## config.mk

```make
export PLATFORM = sky130hd
export DESIGN_NAME = la_stable_timer
export DESIGN_NICKNAME = d
export VERILOG_FILES = /design/src/rtl/la_stable_timer.sv
export SDC_FILE = /design/constraint.sdc
export NUM_CORES = 1
export LEC_CHECK = 0
export ABC_CLOCK_PERIOD_IN_PS = 2150
export CORE_MARGIN = 2
export CORE_UTILIZATION = 40
export DETAILED_ROUTE_END_ITERATION = 16
export PLACE_DENSITY = 0.74
export SLEW_MARGIN = 30
export SYNTH_ARGS = -nofsm -noshare
export SYNTH_HDL_FRONTEND = slang
export SYNTH_SLANG_ARGS = --single-unit
```

## constraint.sdc

```tcl
create_clock -name clk -period 2.15 [get_ports clk]
set_input_delay 0.43 -clock clk [delete_from_list [all_inputs] [get_ports clk]]
set_output_delay 0.43 -clock clk [all_outputs]
set_load 0.02 [all_outputs]
```

## src/rtl/la_stable_timer.sv

```systemverilog
// Multi-channel stable timer: per-channel TCFG/TVAL/TICLR, down-counter with
// one-shot or periodic reload, and a sticky TI pending bit per channel.
module la_stable_timer #(
  parameter int NUM_TIMERS = 1,
  parameter int TIMER_W    = 32,
  parameter int SEL_W      = 1
) (
  input  logic                  clk,
  input  logic                  rst_n,
  input  logic                  csr_we,
  input  logic [SEL_W-1:0]      csr_sel,
  input  logic [1:0]            csr_addr,
  input  logic [31:0]           csr_wdata,
  output logic [31:0]           csr_rdata,
  input  logic                  timer_halt,
  output logic [NUM_TIMERS-1:0] ti_vec,
  output logic                  ti_irq
);

  localparam logic [1:0] ADDR_TCFG  = 2'd0;
  localparam logic [1:0] ADDR_TVAL  = 2'd1;
  localparam logic [1:0] ADDR_TICLR = 2'd2;

  logic [NUM_TIMERS-1:0][TIMER_W-1:0] r_tcfg;
  logic [NUM_TIMERS-1:0][TIMER_W-1:0] r_tval;
  logic [NUM_TIMERS-1:0]              r_ti;

  logic [NUM_TIMERS-1:0][TIMER_W-1:0] w_tcfg_nxt;
  logic [NUM_TIMERS-1:0][TIMER_W-1:0] w_tval_nxt;
  logic [NUM_TIMERS-1:0]              w_ti_nxt;

  // A TCFG write overrides counting for that cycle; a counting set beats a TICLR clear.
  always_comb begin
    for (int k = 0; k < NUM_TIMERS; k++) begin
      w_tcfg_nxt[k] = r_tcfg[k];
      w_tval_nxt[k] = r_tval[k];
      w_ti_nxt[k]   = r_ti[k];
      if (csr_we && (csr_sel == SEL_W'(k)) && (csr_addr == ADDR_TCFG)) begin
        w_tcfg_nxt[k] = csr_wdata[TIMER_W-1:0];
        w_tval_nxt[k] = {csr_wdata[TIMER_W-1:2], 2'b00};
      end else begin
        if (csr_we && (csr_sel == SEL_W'(k)) && (csr_addr == ADDR_TICLR) && csr_wdata[0]) begin
          w_ti_nxt[k] = 1'b0;
        end
        if (r_tcfg[k][0] && !timer_halt) begin
          if (r_tval[k] != '0) begin
            w_tval_nxt[k] = r_tval[k] - TIMER_W'(1);
            if (r_tval[k] == TIMER_W'(1)) begin
              w_ti_nxt[k] = 1'b1;
            end
          end else if (r_tcfg[k][1]) begin
            w_tval_nxt[k] = {r_tcfg[k][TIMER_W-1:2], 2'b00};
          end
        end
      end
    end
  end

  always_ff @(posedge clk or negedge rst_n) begin
    if (!rst_n) begin
      r_tcfg <= '0;
      r_tval <= '0;
      r_ti   <= '0;
    end else begin
      r_tcfg <= w_tcfg_nxt;
      r_tval <= w_tval_nxt;
      r_ti   <= w_ti_nxt;
    end
  end

  // Out-of-range channel indices match no channel, so they read as zero.
  always_comb begin
    csr_rdata = '0;
    for (int k = 0; k < NUM_TIMERS; k++) begin
      if (csr_sel == SEL_W'(k)) begin
        case (csr_addr)
          ADDR_TCFG: csr_rdata = 32'(r_tcfg[k]);
          ADDR_TVAL: csr_rdata = 32'(r_tval[k]);
          default:   csr_rdata = '0;
        endcase
      end
    end
  end

  assign ti_vec = r_ti;
  assign ti_irq = |r_ti;

endmodule

```

==> out/qor.log <==
qor: logic_synthesis.netlist_top_cells_count sky130_fd_sc_hd__nand2_1 (108), sky130_fd_sc_hd__dfrtp_1 (65), sky130_fd_sc_hd__nor2_1 (61)
qor: logic_synthesis.synth-main-ff-cell sky130_fd_sc_hd__dfrtp_1
qor: clocking.ctsLongestPathBuffers 2
qor: logic_synthesis.synthDominantAreaCellType sky130_fd_sc_hd__dfrtp_1
qor: sta.worst_slew_margin_rel 64.6%
qor: sta.max_freq 450 MHz
qor: grt.globalRouteOverflowTotal 0
qor: worst_setup_path.startpoint_type flop
qor: final_layout.register_area 1630 sq um
qor: final_layout.n_antenna_cell 0
qor: die.floorplan.initialDensity 41.2%
qor: power_and_ir_drop.power_per_cell_area 992 nW/um^2
qor: power_and_ir_drop.internal_power 3.84 mW
qor: drt.avgRoutedWirePerCell 18.5 um
qor: worst_setup_path.crit_slowest_cell sky130_fd_sc_hd__or3_4
qor: sta.setup_viol_count_final 24
qor: logic_synthesis.synth-async-reset-ratio 100%
qor: worst_setup_path.critPathCaptureType flop
qor: clocking.cts_sinks 65
qor: logic_synthesis.yosys_warnings 0
qor: die.die_w 107 um
qor: sta.hold_viol_final 0
qor: die.rows 37
qor: worst_setup_path.arrival 2.49 ns
qor: logic_synthesis.post_synthesis_cell_area 4260 sq um
qor: clocking.insertion_delay 0.35 ns
qor: clocking.tritoncts done
qor: grt.antenna_found_initial 0
qor: worst_setup_path.crit_family simple AND/OR/NAND/NOR gates
qor: run_status.violations negative setup slack
qor: clocking.ctsHoldBuffers 0
qor: place.io_buffer_count 72
qor: sta.tightestPinTransition 0.517 ns
qor: clocking.cts_made_buffers 9
qor: place.gpl.final_weighted_congestion 0.921
qor: power_and_ir_drop.clkPwrFrac 19.4%
qor: sta.post-route-min-period 2.22 ns
qor: grt.grt.total_usage 25.6%
qor: final_layout.post_route_cells_drive_above_1_share 34.3%
qor: final_layout.multi_input_area 2750 sq um
qor: sta.skew_final 0.0116 ns
qor: sta.tcrit_tclk_final 103%
qor: final_layout.area.growth.synth_to_final 51.3%
qor: die.pin_count 73
qor: die.die_height 107 um
qor: clocking.clk_pin_slew_worst_paths 0.08 ns
qor: worst_setup_path.path_buf_inv 3
qor: logic_synthesis.syn_inst 509
qor: drt.vias 4791
qor: die.die_area 11500 sq um
qor: final_layout.finish.utilization 62.4%
qor: die.core_region_area 10300 sq um
qor: power_and_ir_drop.switching_share 39.9%
qor: logic_synthesis.synth_area_leaders sky130_fd_sc_hd__dfrtp_1 (38%), sky130_fd_sc_hd__nand2_1 (9.5%), sky130_fd_sc_hd__mux2i_1 (8.0%)
qor: power_and_ir_drop.p_sw 2.55 mW
qor: power_and_ir_drop.pwr-share-comb 51.3%
qor: logic_synthesis.sequential_to_total_area_share_from_yosys_stat 38.2%
qor: drt.detail_route.vias_per_cell 5.83
qor: run_status.result_of_the_run finished with violations
qor: sta.final_critical_path_setup_slack -0.0728 ns
qor: logic_synthesis.synth_seq_cells 65
qor: job.max_cap_viol_count 0
qor: drt.drt.antenna.violating_nets 0
qor: power_and_ir_drop.seq_power_share 29.3%
qor: final_layout.fillerInstances 795
qor: logic_synthesis.synth_top_cell_area_share 38.2%
qor: worst_setup_path.timing.critical_path.slowest_cell_delay 0.47 ns
qor: clocking.h-tree-depth 3
qor: sta.rsz_0062_raised_after_global_routing yes
qor: logic_synthesis.post_syn_area_per_cell 8.36 sq um
qor: grt.grt_max_degree 66
qor: power_and_ir_drop.leakage 2.98 nW
qor: drt.dr.first_iter.drc_count 537
qor: power_and_ir_drop.ir_worst_vdd 0.556 mV
qor: logic_synthesis.synth-edff-count 0
qor: logic_synthesis.synth.most_common_cell sky130_fd_sc_hd__nand2_1
qor: logic_synthesis.post_synth_num_cell_types 67
qor: min_path.worstHoldPathType in2async
qor: worst_setup_path.timing_worst_setup_path_type reg2reg
qor: clocking.root_buffer sky130_fd_sc_hd__clkbuf_8
qor: place.place_hpwl 10.0 mm
qor: drt.firstDrtPassIters 5
qor: worst_setup_path.worstPathCellList nor4_2 -> buf_4 -> nand4_4 -> or3_4 -> o22ai_4 -> buf_6 -> buf_12 -> a22oi_1 -> o21ai_1
qor: sta.slew_viol_final 0
qor: drt.route.detailed.drc 0
qor: drt.routed_wirelength 15.2 mm
qor: logic_synthesis.synth_fp_nets 551
qor: grt.global_route_wire_length_before_repair 23.3 mm
qor: worst_setup_path.cp_data_required_time 2.42 ns
qor: final_layout.final_nets 723
qor: worst_setup_path.path_max_fanout 5
qor: grt.number_of_global_route_vias_before_repair 4587
qor: sta.total_neg_setup_slack -1.05 ns
final timing paths:
check / start / end / slack (ns) / cells past startpoint
worst min register to register: r_tcfg[16] / r_tcfg[16] / 0.49 / 2
worst max-delay path: r_tval[28] / r_tval[18] / -0.07 / 9
max in group asynchronous: rst_n / r_tval[22] / 1.75 / 2
min in group clk: csr_sel / ti_irq / 0.43 / 3
worst max register to register: r_tval[28] / r_tval[18] / -0.07 / 9
worst min-delay path: rst_n / r_tcfg[1] / 0.09 / 2
logic make-up after synthesis:
logic type,after synthesis,share of synthesized area [%]
AO/OA/AOI/OAI,118,19.3
buffers and inverters,38,4.00
XOR/XNOR,11,2.26
adder cells (fa/ha/maj),3,0.882
AND/OR/NAND/NOR,240,27.4
flip-flops,65,38.2
multiplexers,34,8.00
through the flow:
stage / total power, mW / setup slack, ns / std cells / cell area, sq um / hold slack [ns]
3_5_place_dp: 4.64 / -0.404 / 786 / 5830 / 0.478
6_report: 6.39 / -0.0728 / 822 / 6440 / 0.0867
3_3_place_gp: 4.56 / -0.405 / 786 / 5830 / 0.468
5_1_grt: 6.74 / -0.170 / 822 / 6440 / 0.123
4_1_cts: 5.94 / -0.00400 / 809 / 6070 / 0.102
2_1_floorplan: 3.26 / -0.0388 / 509 / 4260 / 0.134
state kept, by name, summed over array words and instances (netlist names):
register and cells:
r_tcfg 32, r_tval 32, ti_irq 1
power groups by stage:
stage	logic, mW	clock network, mW	registers, mW
finish	3.28	1.24	1.87
global route	3.53	1.30	1.91
CTS	2.85	1.24	1.86
detailed placement	2.78	0	1.86
global placement	2.72	0	1.84
floorplan	1.33	0	1.93
routing by layer:
metal / track usage (%) / vias up / part of all wire [%]
met1: 34.8 / 2324 / 41
met4: 9.93 / 0 / 3.4
met2: 40.7 / 225 / 48
li1: - / 2186 / -
met5: 0 / - / 0
met3: 4.13 / 56 / 7.1
layout make-up:
| cell class | instances | area share (%) |
|---|---|---|
| multi-input cells | 406 | 42.6 |
| repair buffers | 193 | 25.5 |
| flip-flops and latches | 65 | 25.3 |
| well taps | 136 | 2.64 |
| clock buffers | 12 | 2.41 |
| clock inverters | 4 | 1.17 |
| inverters | 6 | 0.350 |
what timing repair did:
action	in CTS	in global routing
endpoints found under the setup margin	61	33
setup buffers	6	11
cloned	1	3
pin swaps	11	30
gates resized for setup	151	64
cells in the final DEF, fill, tap and decap left out, types with 10 or more instances in the layout:
master,n
sky130_fd_sc_hd__buf_6,15
sky130_fd_sc_hd__mux2i_1,34
sky130_fd_sc_hd__a21oi_1,11
sky130_fd_sc_hd__clkbuf_8,11
sky130_fd_sc_hd__a22oi_2,11
sky130_fd_sc_hd__o21ai_0,12
sky130_fd_sc_hd__o21ai_1,14
sky130_fd_sc_hd__buf_4,97
sky130_fd_sc_hd__nor2_1,57
sky130_fd_sc_hd__buf_2,34
sky130_fd_sc_hd__dfrtp_1,64
sky130_fd_sc_hd__nor3_1,10
sky130_fd_sc_hd__clkdlybuf4s50_1,36
sky130_fd_sc_hd__nand2_1,106
Power figures use the tool's default switching activity.
